### src/rtl/div_share_ctrl.sv
// Shares one restoring divider between two requesters; round-robin grant, result WIDTH+1 cycles after accept,
// held until rsp_ready. Optional divide-by-zero short-cut and rsp_err flag under `DIV_ZERO_CHK_EN.
module div_share_ctrl #(
   parameter int WIDTH = 4
) (
   input  logic               clk,
   input  logic               rst_n,
   input  logic [1:0]         req_valid,
   output logic [1:0]         req_ready,
   input  logic [2*WIDTH-1:0] req_dividend,
   input  logic [2*WIDTH-1:0] req_divisor,
   output logic               rsp_valid,
   input  logic               rsp_ready,
   output logic               rsp_id,
   output logic [WIDTH-1:0]   rsp_quotient,
   output logic [WIDTH-1:0]   rsp_remainder,
   output logic               rsp_err
);

   localparam int CW = (WIDTH > 2) ? $clog2(WIDTH) : 1;

   typedef enum logic [1:0] {IDLE, CALC, DONE} state_t;

   state_t           state_q;
   logic             vld_q;
   logic             id_q;
   logic             last_q;
   logic [WIDTH-1:0] q_q;
   logic [WIDTH-1:0] r_q;
   logic [WIDTH-1:0] dvs_q;
   logic [CW-1:0]    cnt_q;

   logic             gnt;
   logic [WIDTH-1:0] dvd_sel;
   logic [WIDTH-1:0] dvs_sel;
   logic [WIDTH:0]   r_sh;
   logic [WIDTH:0]   t;
   logic [WIDTH-1:0] r_d;
   logic [WIDTH-1:0] q_d;

   always_comb begin
      gnt       = (req_valid == 2'b11) ? ~last_q : req_valid[1];
      req_ready = 2'b00;
      if (state_q == IDLE && |req_valid) begin
         req_ready = gnt ? 2'b10 : 2'b01;
      end
      dvd_sel = gnt ? req_dividend[2*WIDTH-1:WIDTH] : req_dividend[WIDTH-1:0];
      dvs_sel = gnt ? req_divisor[2*WIDTH-1:WIDTH]  : req_divisor[WIDTH-1:0];
   end

   // The partial remainder is always below the divisor, so WIDTH bits of storage suffice.
   always_comb begin
      r_sh = {r_q, q_q[WIDTH-1]};
      t    = r_sh - {1'b0, dvs_q};
      r_d  = t[WIDTH] ? r_sh[WIDTH-1:0] : t[WIDTH-1:0];
      q_d  = {q_q[WIDTH-2:0], ~t[WIDTH]};
   end

`ifdef DIV_ZERO_CHK_EN
   logic err_q;
`endif

   always_ff @(posedge clk) begin
      if (!rst_n) begin
         state_q <= IDLE;
         vld_q   <= 1'b0;
         id_q    <= 1'b0;
         last_q  <= 1'b1;
         q_q     <= '0;
         r_q     <= '0;
         dvs_q   <= '0;
         cnt_q   <= '0;
`ifdef DIV_ZERO_CHK_EN
         err_q   <= 1'b0;
`endif
      end else begin
         case (state_q)
            IDLE: begin
               if (|req_valid) begin
                  id_q   <= gnt;
                  last_q <= gnt;
                  dvs_q  <= dvs_sel;
                  cnt_q  <= '0;
`ifdef DIV_ZERO_CHK_EN
                  if (dvs_sel == '0) begin
                     q_q     <= '1;
                     r_q     <= dvd_sel;
                     err_q   <= 1'b1;
                     vld_q   <= 1'b1;
                     state_q <= DONE;
                  end else begin
                     q_q     <= dvd_sel;
                     r_q     <= '0;
                     err_q   <= 1'b0;
                     state_q <= CALC;
                  end
`else
                  q_q     <= dvd_sel;
                  r_q     <= '0;
                  state_q <= CALC;
`endif
               end
            end
            CALC: begin
               q_q   <= q_d;
               r_q   <= r_d;
               cnt_q <= cnt_q + CW'(1);
               if (cnt_q == CW'(WIDTH-1)) begin
                  vld_q   <= 1'b1;
                  state_q <= DONE;
               end
            end
            DONE: begin
               if (rsp_ready) begin
                  vld_q   <= 1'b0;
                  state_q <= IDLE;
               end
            end
            default: state_q <= IDLE;
         endcase
      end
   end

   assign rsp_valid     = vld_q;
   assign rsp_id        = id_q;
   assign rsp_quotient  = q_q;
   assign rsp_remainder = r_q;
`ifdef DIV_ZERO_CHK_EN
   assign rsp_err       = err_q;
`else
   assign rsp_err       = 1'b0;
`endif

endmodule
### config.mk
export PLATFORM = sky130hd
export DESIGN_NAME = div_share_ctrl
export DESIGN_NICKNAME = d
export VERILOG_FILES = /design/src/rtl/div_share_ctrl.sv
export SDC_FILE = /design/constraint.sdc
export NUM_CORES = 1
export LEC_CHECK = 0
export ABC_CLOCK_PERIOD_IN_PS = 2240
export CAP_MARGIN = 15
export CORE_MARGIN = 4
export CORE_UTILIZATION = 45
export CTS_CLUSTER_SIZE = 40
export DETAILED_ROUTE_END_ITERATION = 7
export HOLD_SLACK_MARGIN = 0.15
export PLACE_DENSITY_LB_ADDON = 0.05
export SYNTH_ARGS = -nofsm -noshare
export SYNTH_HDL_FRONTEND = slang
export SYNTH_SLANG_ARGS = --single-unit
### constraint.sdc
create_clock -name clk -period 2.24 [get_ports clk]
set_input_delay 0.672 -clock clk [delete_from_list [all_inputs] [get_ports clk]]
set_output_delay 0.672 -clock clk [all_outputs]
set_load 0.02 [all_outputs]
# Word level (Yosys, flattened, before mapping)
# Index checks and enable logic that the tools add are counted.
# classes
n_addsub	2
multipliers	0
div_mod_pow	0
order_cmp	0
n_eq_ne	7
shift	0
muxes	19
n_bitwise	2
n_reduce_logical	9
# op_table
op	n
4-bit 2-to-1 mux	5
4-bit case mux with 2 select lines	2
2-bit 2-to-1 mux	6
2-bit == test, second input constant	3
2-bit case mux with 3 select lines	1
3-bit AND reduction	2
5-bit by 4-bit subtractor with 5-bit output	1
2-bit != test, second input constant	2
2-bit case mux with 2 select lines	1
2-bit AND reduction	2
2-bit nonzero test	2
1-bit 2-to-1 mux	3
2-bit by 1-bit adder with 2-bit output, second input constant	1
2-bit by 1-bit == test with 1-bit output, second input constant	1
2-bit zero test	1
2-bit by 1-bit != test with 1-bit output, second input constant	1
1-bit inverter	2
1-bit case mux with 2 select lines	1
2-bit OR reduction	1
1-bit logical AND	1
# totals
regBits	19
latchBits	0
mem_bits_rw	0
rom_bits	0
input_bits	21
out_inout_bits	13
n_memories	0

# Logic depth before layout (Yosys ltp)
# Gate-level depths: netlist (run 1).
# logic_depth
ltp_word	5
depth_mapped	8
depth_no_buf	8

# Worst setup path after synthesis (run 1)
# OpenSTA, ideal clock, no wires.
# synth_path
path_type	register -> register
start	register q_q[3], in the netlist rsp_quotient[3]
end	register r_q[0], in the netlist rsp_remainder[0]
setup_time_ns	0.074
arrival_ns	2.093
setup_slack_ns	0.073
stages_incl_launch_ff	9
n_path_buf	0
cell_sequence	dfxtp_1 -> inv_1 -> ha_1 -> fa_1 -> nand2b_1 -> a21oi_2 -> xnor2_2 -> mux2_2 -> o21ai_0
# synth_via
elab_chain_len	3
# synth_lines
element	line	source
start: declaration	28	logic [WIDTH-1:0] q_q;
start signal: assignment	98	q_q <= dvd_sel;
start signal: assignment	105	q_q <= q_d;
5-bit by 4-bit subtractor with 5-bit output	54	t = r_sh - {1'b0, dvs_q};
4-bit 2-to-1 mux (*)	55	r_d = t[WIDTH] ? r_sh[WIDTH-1:0] : t[WIDTH-1:0];
4-bit case mux with 2 select lines (*)	77	case (state_q)
end signal: assignment	106	r_q <= r_d;
end: declaration	29	logic [WIDTH-1:0] r_q;
# Every way passes the cells marked *; elsewhere a longest branch is shown, timed or not.
# A chain may end at the register's enable or synchronous reset.

# Worst setup path in the final report (run 1)
# layout_path
start	register r_q[3], in the netlist rsp_remainder[3]
end	output port rsp_remainder[3]
# layout_lines
element	line	source
end: declaration	16	output logic [WIDTH-1:0] rsp_remainder,
# No word-level cell between the ends.

==> flow_metrics.env, run 1 <==
export IMPL_synth_most_common_cell="dfxtp_1"
export IMPL_dp_slack_ns=-0.619
export IMPL_fmax_mhz=465
export IMPL_clock_sinks=19
export IMPL_synth_top_area_cell="dfxtp_1"
export IMPL_routedWlPerCell_um=13.7
export IMPL_reg2reg_from="rsp_quotient[3]"
export IMPL_drv_cap=0
export IMPL_drtIter0Drc=25
export IMPL_hpwl_um=2030
export IMPL_syn_inst=123
export IMPL_setup_slack_ns=0.0906
export IMPL_grt_ovfl_total=0
export IMPL_synth_edf_count=0
export IMPL_tns_ns=0
export IMPL_fin_total_pwr_w=0.000964
export IMPL_ys_ff_latch=19
export IMPL_drive_gt1_share_pct=15.4
export IMPL_fin_skew_ns=0.00553
export IMPL_reg2reg_depth=8
export IMPL_cts_tree="built"
export IMPL_ys_seq_area_share_pct=36.1
export IMPL_antenna_found_initial=0
export IMPL_die_w_um=56.4
export IMPL_grt_pass1_wl_um=4220
export IMPL_synth_ff_type="dfxtp_1"
export IMPL_start_util_pct=47.7
export IMPL_regArea_um2=382
export IMPL_numPortBuffers=32
export IMPL_worstSetupEndpointType="output pin"
export IMPL_antenna_cells=0
export IMPL_hold_path_class="reg -> reg"
export IMPL_synth_common_cells="19 x dfxtp_1, 14 x a21oi_1, 14 x nor2_1"
export IMPL_dp_cells=186
export IMPL_crit_path_end="rsp_remainder[3]"
export IMPL_reg2reg_slack_ns=0.11
export IMPL_rsz0062_at_grt="false"
export IMPL_finalNonFillerCells=190
export IMPL_ys_async_sr_fraction_pct=0
export IMPL_status="finished, final reports clean"
export IMPL_criticalPathCategory="reg -> out"
export IMPL_dieArea_um2=3180
export IMPL_fin_crit_sh_pct=96.0
export IMPL_cellLeakagePower_nw=0.581
export IMPL_clockBufferDepth=2
export IMPL_ys_types=38
export IMPL_fillers=218
export IMPL_worst_path_buf_inv=1
export IMPL_setup_viol=0
export IMPL_dr_total_vias=982
export IMPL_gp_congestion=0.759
export IMPL_area_growth_pct=40.6
export IMPL_reg2reg_to="rsp_remainder[0]"
export IMPL_critPathArrivalTime_ns=1.48
export IMPL_cts_root_buf="clkbuf_4"
export IMPL_crit_slowest_cell="clkdlybuf4s50_1"
export IMPL_synth_cell_area_um2=1050
export IMPL_numCtsBuffers=3
export IMPL_multi_input_area_um2=628
export IMPL_critPathLaunchType="register"
export IMPL_htreeDepth=1
export IMPL_layout_min_cycle_time_ns=2.15
export IMPL_wl_um=2610
export IMPL_netlist_area_leader_share_pct=36.1
export IMPL_cpPeakStageDelay_ns=0.66
export IMPL_placed_area_um2=1420
export IMPL_yosys_warnings=0
export IMPL_required_ns=1.57
export IMPL_irDropWorstVdd_mv=0.374
export IMPL_drc=0
export IMPL_rows=17
export IMPL_pwr_density_cell_nw_per_um2=650
export IMPL_grt_usage_pct=16.7
export IMPL_synth_fp_nets=150
export IMPL_worstPathMaxFanout=4
export IMPL_avgSynthCellArea_um2=8.58
export IMPL_worstSkewPairLatency_ns=0.30
export IMPL_firstDrtPassIters=4
export IMPL_maxSlewViolCount=0
export IMPL_cp_startpoint="rsp_remainder[3]"
export IMPL_grt_pass1_vias=1006
export IMPL_finalHoldViolations=0
export IMPL_cpLargestDelayFamily="buffers and inverters"
export IMPL_coreArea_um2=2210
export IMPL_synthTopCellsByArea="dfxtp_1 36%, a21oi_1 6.6%, ha_1 5.9%"
export IMPL_nets=190
export IMPL_path_depth=1
export IMPL_drt_vias_per_instance=5.17
export IMPL_ios=34
export IMPL_fp_dieH_um=56.4
export IMPL_drt_antenna_violating_nets=0
export IMPL_crit_chain="clkdlybuf4s50_1"
export IMPL_cts_clk_slew_worst_paths_ns=0.12
export IMPL_grt_max_degree=15
export IMPL_fin_area_um2=1480
-- cells in the final DEF, fill, tap and decap left out, types with 2 or more instances in the layout --
cell type and count:
clkbuf_4 3, nand2_1 12, nand2b_1 2, mux2i_1 3, o21ai_0 4, buf_4 10, nand3_1 3, xor2_1 2
a21oi_1 14, mux2_2 2, inv_1 8, a221o_1 2, nor2b_1 2, ha_1 5, nor2_1 14, a221oi_1 3
dfxtp_1 18, clkdlybuf4s50_1 28, a22oi_1 4, dlygate4sd2_1 2
-- power breakdown --
group | switching (W) | total [W] | leakage, nW | internal (W)
registers | 0.0000295 | 0.000397 | 0.156 | 0.000368
clock network | 0.000119 | 0.000187 | 0.0139 | 0.0000680
logic | 0.000181 | 0.000380 | 0.410 | 0.000199
total | 0.000329 | 0.000964 | 0.581 | 0.000635
-- state kept, by name, summed over array words and instances (netlist names) --
name and flops:
rsp_id 1, rsp_valid 1, rsp_quotient 4, cnt_q 2, dvs_q 4, state_q 2, last_q 1, rsp_remainder 4
-- per-stage QoR --
step | util (%) | hold WS [ns]
finish | 67.0 | 0.471
global route | 67.0 | 0.494
CTS | 65.7 | 0.474
detailed placement | 64.3 | 0.460
global placement | 64.3 | 0.441
floorplan | - | 0.429
-- worst min path at each step --
| stage | from | endpoint | cells past startpoint |
|---|---|---|---|
| global route | rsp_valid | rsp_valid | 2 |
| global placement | dvs_q[3] | dvs_q[3] | 2 |
| floorplan | dvs_q[3] | dvs_q[3] | 2 |
| detailed placement | dvs_q[2] | dvs_q[2] | 2 |
| CTS | dvs_q[2] | dvs_q[2] | 2 |
| finish | dvs_q[2] | dvs_q[2] | 2 |
-- repair_timing --
| action | in CTS | in global routing |
|---|---|---|
| gates resized for setup | 14 | 4 |
| buffers inserted | 0 | 0 |
| hold buffers | 0 | 0 |
| pin swaps | 1 | 2 |
| endpoints found under the setup margin | 3 | 2 |
-- metal layers --
| layer | part of all wire [%] | vias to the layer above | GRT usage [%] |
|---|---|---|---|
| li1 | - | 509 | - |
| met1 | 46 | 451 | 21.0 |
| met2 | 49 | 20 | 28.9 |
| met3 | 4.1 | 2 | 2.99 |
| met4 | 0.50 | 0 | 5.08 |
| met5 | 0 | - | 0 |
-- final cells by class --
class                   instances  share of cell area [%]
multi-input cells              90                    42.4
flip-flops and latches         19                    25.7
repair buffers                 41                    25.5
well taps                      28                    2.36
inverters                       8                    2.03
clock buffers                   3                    1.52
clock inverters                 1                   0.506
-- logic make-up (layout without fill, tap and decap cells) --
kind of cell	count (synthesis)	count (layout)	synth area share (%)
AO/OA/AOI/OAI	34	34	21.4
XOR/XNOR	4	4	4.03
adder cells (fa/ha/maj)	6	6	7.83
buffers and inverters	14	53	8.07
flip-flops	19	19	36.1
multiplexers	5	5	4.98
other	1	1	0.356
AND/OR/NAND/NOR	40	40	17.3
No activity file was read; power rests on OpenSTA's default activity.
==> inputs of run 2 (changes only) <==
--- a/config.mk
+++ b/config.mk
@@ -7,12 +7,12 @@
 export LEC_CHECK = 0
 export ABC_CLOCK_PERIOD_IN_PS = 2240
 export CAP_MARGIN = 15
-export CORE_MARGIN = 4
-export CORE_UTILIZATION = 45
+export CORE_UTILIZATION = 23
 export CTS_CLUSTER_SIZE = 40
 export DETAILED_ROUTE_END_ITERATION = 7
 export HOLD_SLACK_MARGIN = 0.15
 export PLACE_DENSITY_LB_ADDON = 0.05
+export SLEW_MARGIN = 20
 export SYNTH_ARGS = -nofsm -noshare
 export SYNTH_HDL_FRONTEND = slang
 export SYNTH_SLANG_ARGS = --single-unit
==> flow_metrics.env, run 2 (synthesis gave the netlist of run 1 again) <==
export IMPL_antenna_cells=0
export IMPL_status="finished, final reports clean"
export IMPL_antenna_found_initial=0
export IMPL_worstSkewPairLatency_ns=0.25
export IMPL_setup_slack_ns=0.109
export IMPL_critPathArrivalTime_ns=1.46
export IMPL_internal_power_w=0.000710
export IMPL_hold_path_class="reg -> reg"
export IMPL_tns_ns=0
export IMPL_placed_area_um2=1470
export IMPL_required_ns=1.57
export IMPL_cts_root_buf="clkbuf_8"
export IMPL_drive_gt1_share_pct=16.3
export IMPL_coreArea_um2=4380
export IMPL_rows=24
export IMPL_setup_viol=0
export IMPL_p_seq_share_pct=38.0
export IMPL_nets=194
export IMPL_pwr_share_comb_pct=38.8
export IMPL_p_sw_w=0.000333
export IMPL_grt_max_degree=15
export IMPL_dr_total_vias=1000
export IMPL_final_common_cell="clkdlybuf4s50_1"
export IMPL_criticalPathCategory="in -> out"
export IMPL_die_w_um=69.7
export IMPL_drt_vias_per_instance=4.59
export IMPL_worst_slew_pin_slew_ns=0.510
export IMPL_cts_clk_slew_worst_paths_ns=0.07
export IMPL_drtIter0Drc=27
export IMPL_fmax_mhz=469
export IMPL_clkPwrFrac_pct=23.2
export IMPL_dp_slack_ns=-0.590
export IMPL_grt_ovfl_total=0
export IMPL_dieArea_um2=4860
export IMPL_cellLeakagePower_nw=0.609
export IMPL_worstSetupEndpointType="output pin"
export IMPL_firstDrtPassIters=4
export IMPL_grt_pass1_wl_um=4910
export IMPL_ios=34
export IMPL_fin_crit_sh_pct=95.1
export IMPL_maxSlewViolCount=0
export IMPL_critPathLaunchType="input pin"
export IMPL_routedWlPerCell_um=13.3
export IMPL_numPortBuffers=32
export IMPL_drt_antenna_violating_nets=0
export IMPL_finalHoldViolations=0
export IMPL_htreeDepth=1
export IMPL_pwr_density_cell_nw_per_um2=669
export IMPL_drc=0
export IMPL_irDropWorstVdd_mv=0.250
export IMPL_hpwl_um=2230
export IMPL_fin_total_pwr_w=0.00104
export IMPL_worstPathMaxFanout=3
export IMPL_grt_usage_pct=12.7
export IMPL_fin_area_um2=1560
export IMPL_area_growth_pct=47.8
export IMPL_final_cell_mix="28 x clkdlybuf4s50_1, 19 x dfxtp_1, 15 x buf_4, 14 x nor2_1, 14 x a21oi_1"
export IMPL_numCtsBuffers=3
export IMPL_rsz0062_at_grt="false"
export IMPL_fin_skew_ns=0.00252
export IMPL_gp_congestion=0.716
export IMPL_switching_share_pct=31.9
export IMPL_cts_tree="built"
export IMPL_start_util_pct=24.1
export IMPL_drv_cap=0
export IMPL_clock_sinks=19
export IMPL_layout_min_cycle_time_ns=2.13
export IMPL_grt_pass1_vias=1060
export IMPL_slew_headroom_pct=66.0
export IMPL_wl_um=2890
export IMPL_clockBufferDepth=2
export IMPL_fp_dieH_um=69.7
-- run 2: cell types whose count changed in the layout (fill, tap and decap cells not counted) --
cell / before / now
clkinvlp_4: 1 / 0
buf_2: 1 / 0
dfxtp_1: 18 / 19
clkbuf_1: 0 / 1
clkbuf_4: 3 / 0
dfxtp_2: 1 / 0
buf_4: 10 / 15
clkbuf_8: 0 / 3
-- run 2: area by class of cell --
| type | instances | area, um^2 |
|---|---|---|
| Fill cell | 452 | 2830 |
| Sequential cell | 19 | 380 |
| Tap cell | 52 | 65.1 |
| Clock buffer | 4 | 45.0 |
| Inverter | 8 | 30.0 |
| Multi-Input combinational cell | 90 | 628 |
| Timing Repair Buffer | 45 | 410 |
-- run 2: layer usage --
metal | track usage [%] | up-vias | share of wire (%)
met1 | 15.5 | 459 | 48
li1 | - | 512 | -
met2 | 22.8 | 27 | 48
met3 | 1.74 | 2 | 3.7
met5 | 0 | - | 0
met4 | 4.00 | 0 | 0.66
-- run 2: final timing paths --
| path | from | end | slack [ns] | cells after the start |
|---|---|---|---|---|
| max | req_valid[0] | req_ready[0] | 0.11 | 4 |
| min reg2reg | dvs_q[0] | dvs_q[0] | 0.46 | 2 |
| max reg2reg | rsp_quotient[3] | rsp_remainder[1] | 0.12 | 8 |
| min | dvs_q[0] | dvs_q[0] | 0.46 | 2 |
-- run 2: timing repair --
action / CTS / global route
hold endpoints to repair: 0 / 0
hold buffers: 0 / 0
pin swaps: 1 / 2
setup endpoints to repair: 2 / 3
gates resized for setup: 14 / 4
setup buffers: 1 / 1
-- run 2: power groups by stage --
| stage | clock (W) | combinational (W) | sequential [W] |
|---|---|---|---|
| after CTS | 0.000250 | 0.000364 | 0.000395 |
| final | 0.000242 | 0.000405 | 0.000396 |
| after global routing | 0.000260 | 0.000440 | 0.000401 |
| after global placement | 0 | 0.000354 | 0.000401 |
| after floorplan | 0 | 0.000200 | 0.000418 |
| after detailed placement | 0 | 0.000361 | 0.000402 |
-- run 2: worst max-delay path, cell delays in order --
cell,delay (ns)
dlygate4sd2_1,0.28
o21ai_0,0.24
nor2_1,0.10
buf_4,0.17
-- run 2: stage by stage --
stage	utilization [%]	hold WS (ns)	cells
3_3_place_gp	33.5	0.447	212
6_report	35.6	0.461	218
5_1_grt	35.6	0.491	218
3_5_place_dp	33.5	0.454	212
2_1_floorplan	-	0.429	123
4_1_cts	34.7	0.463	217
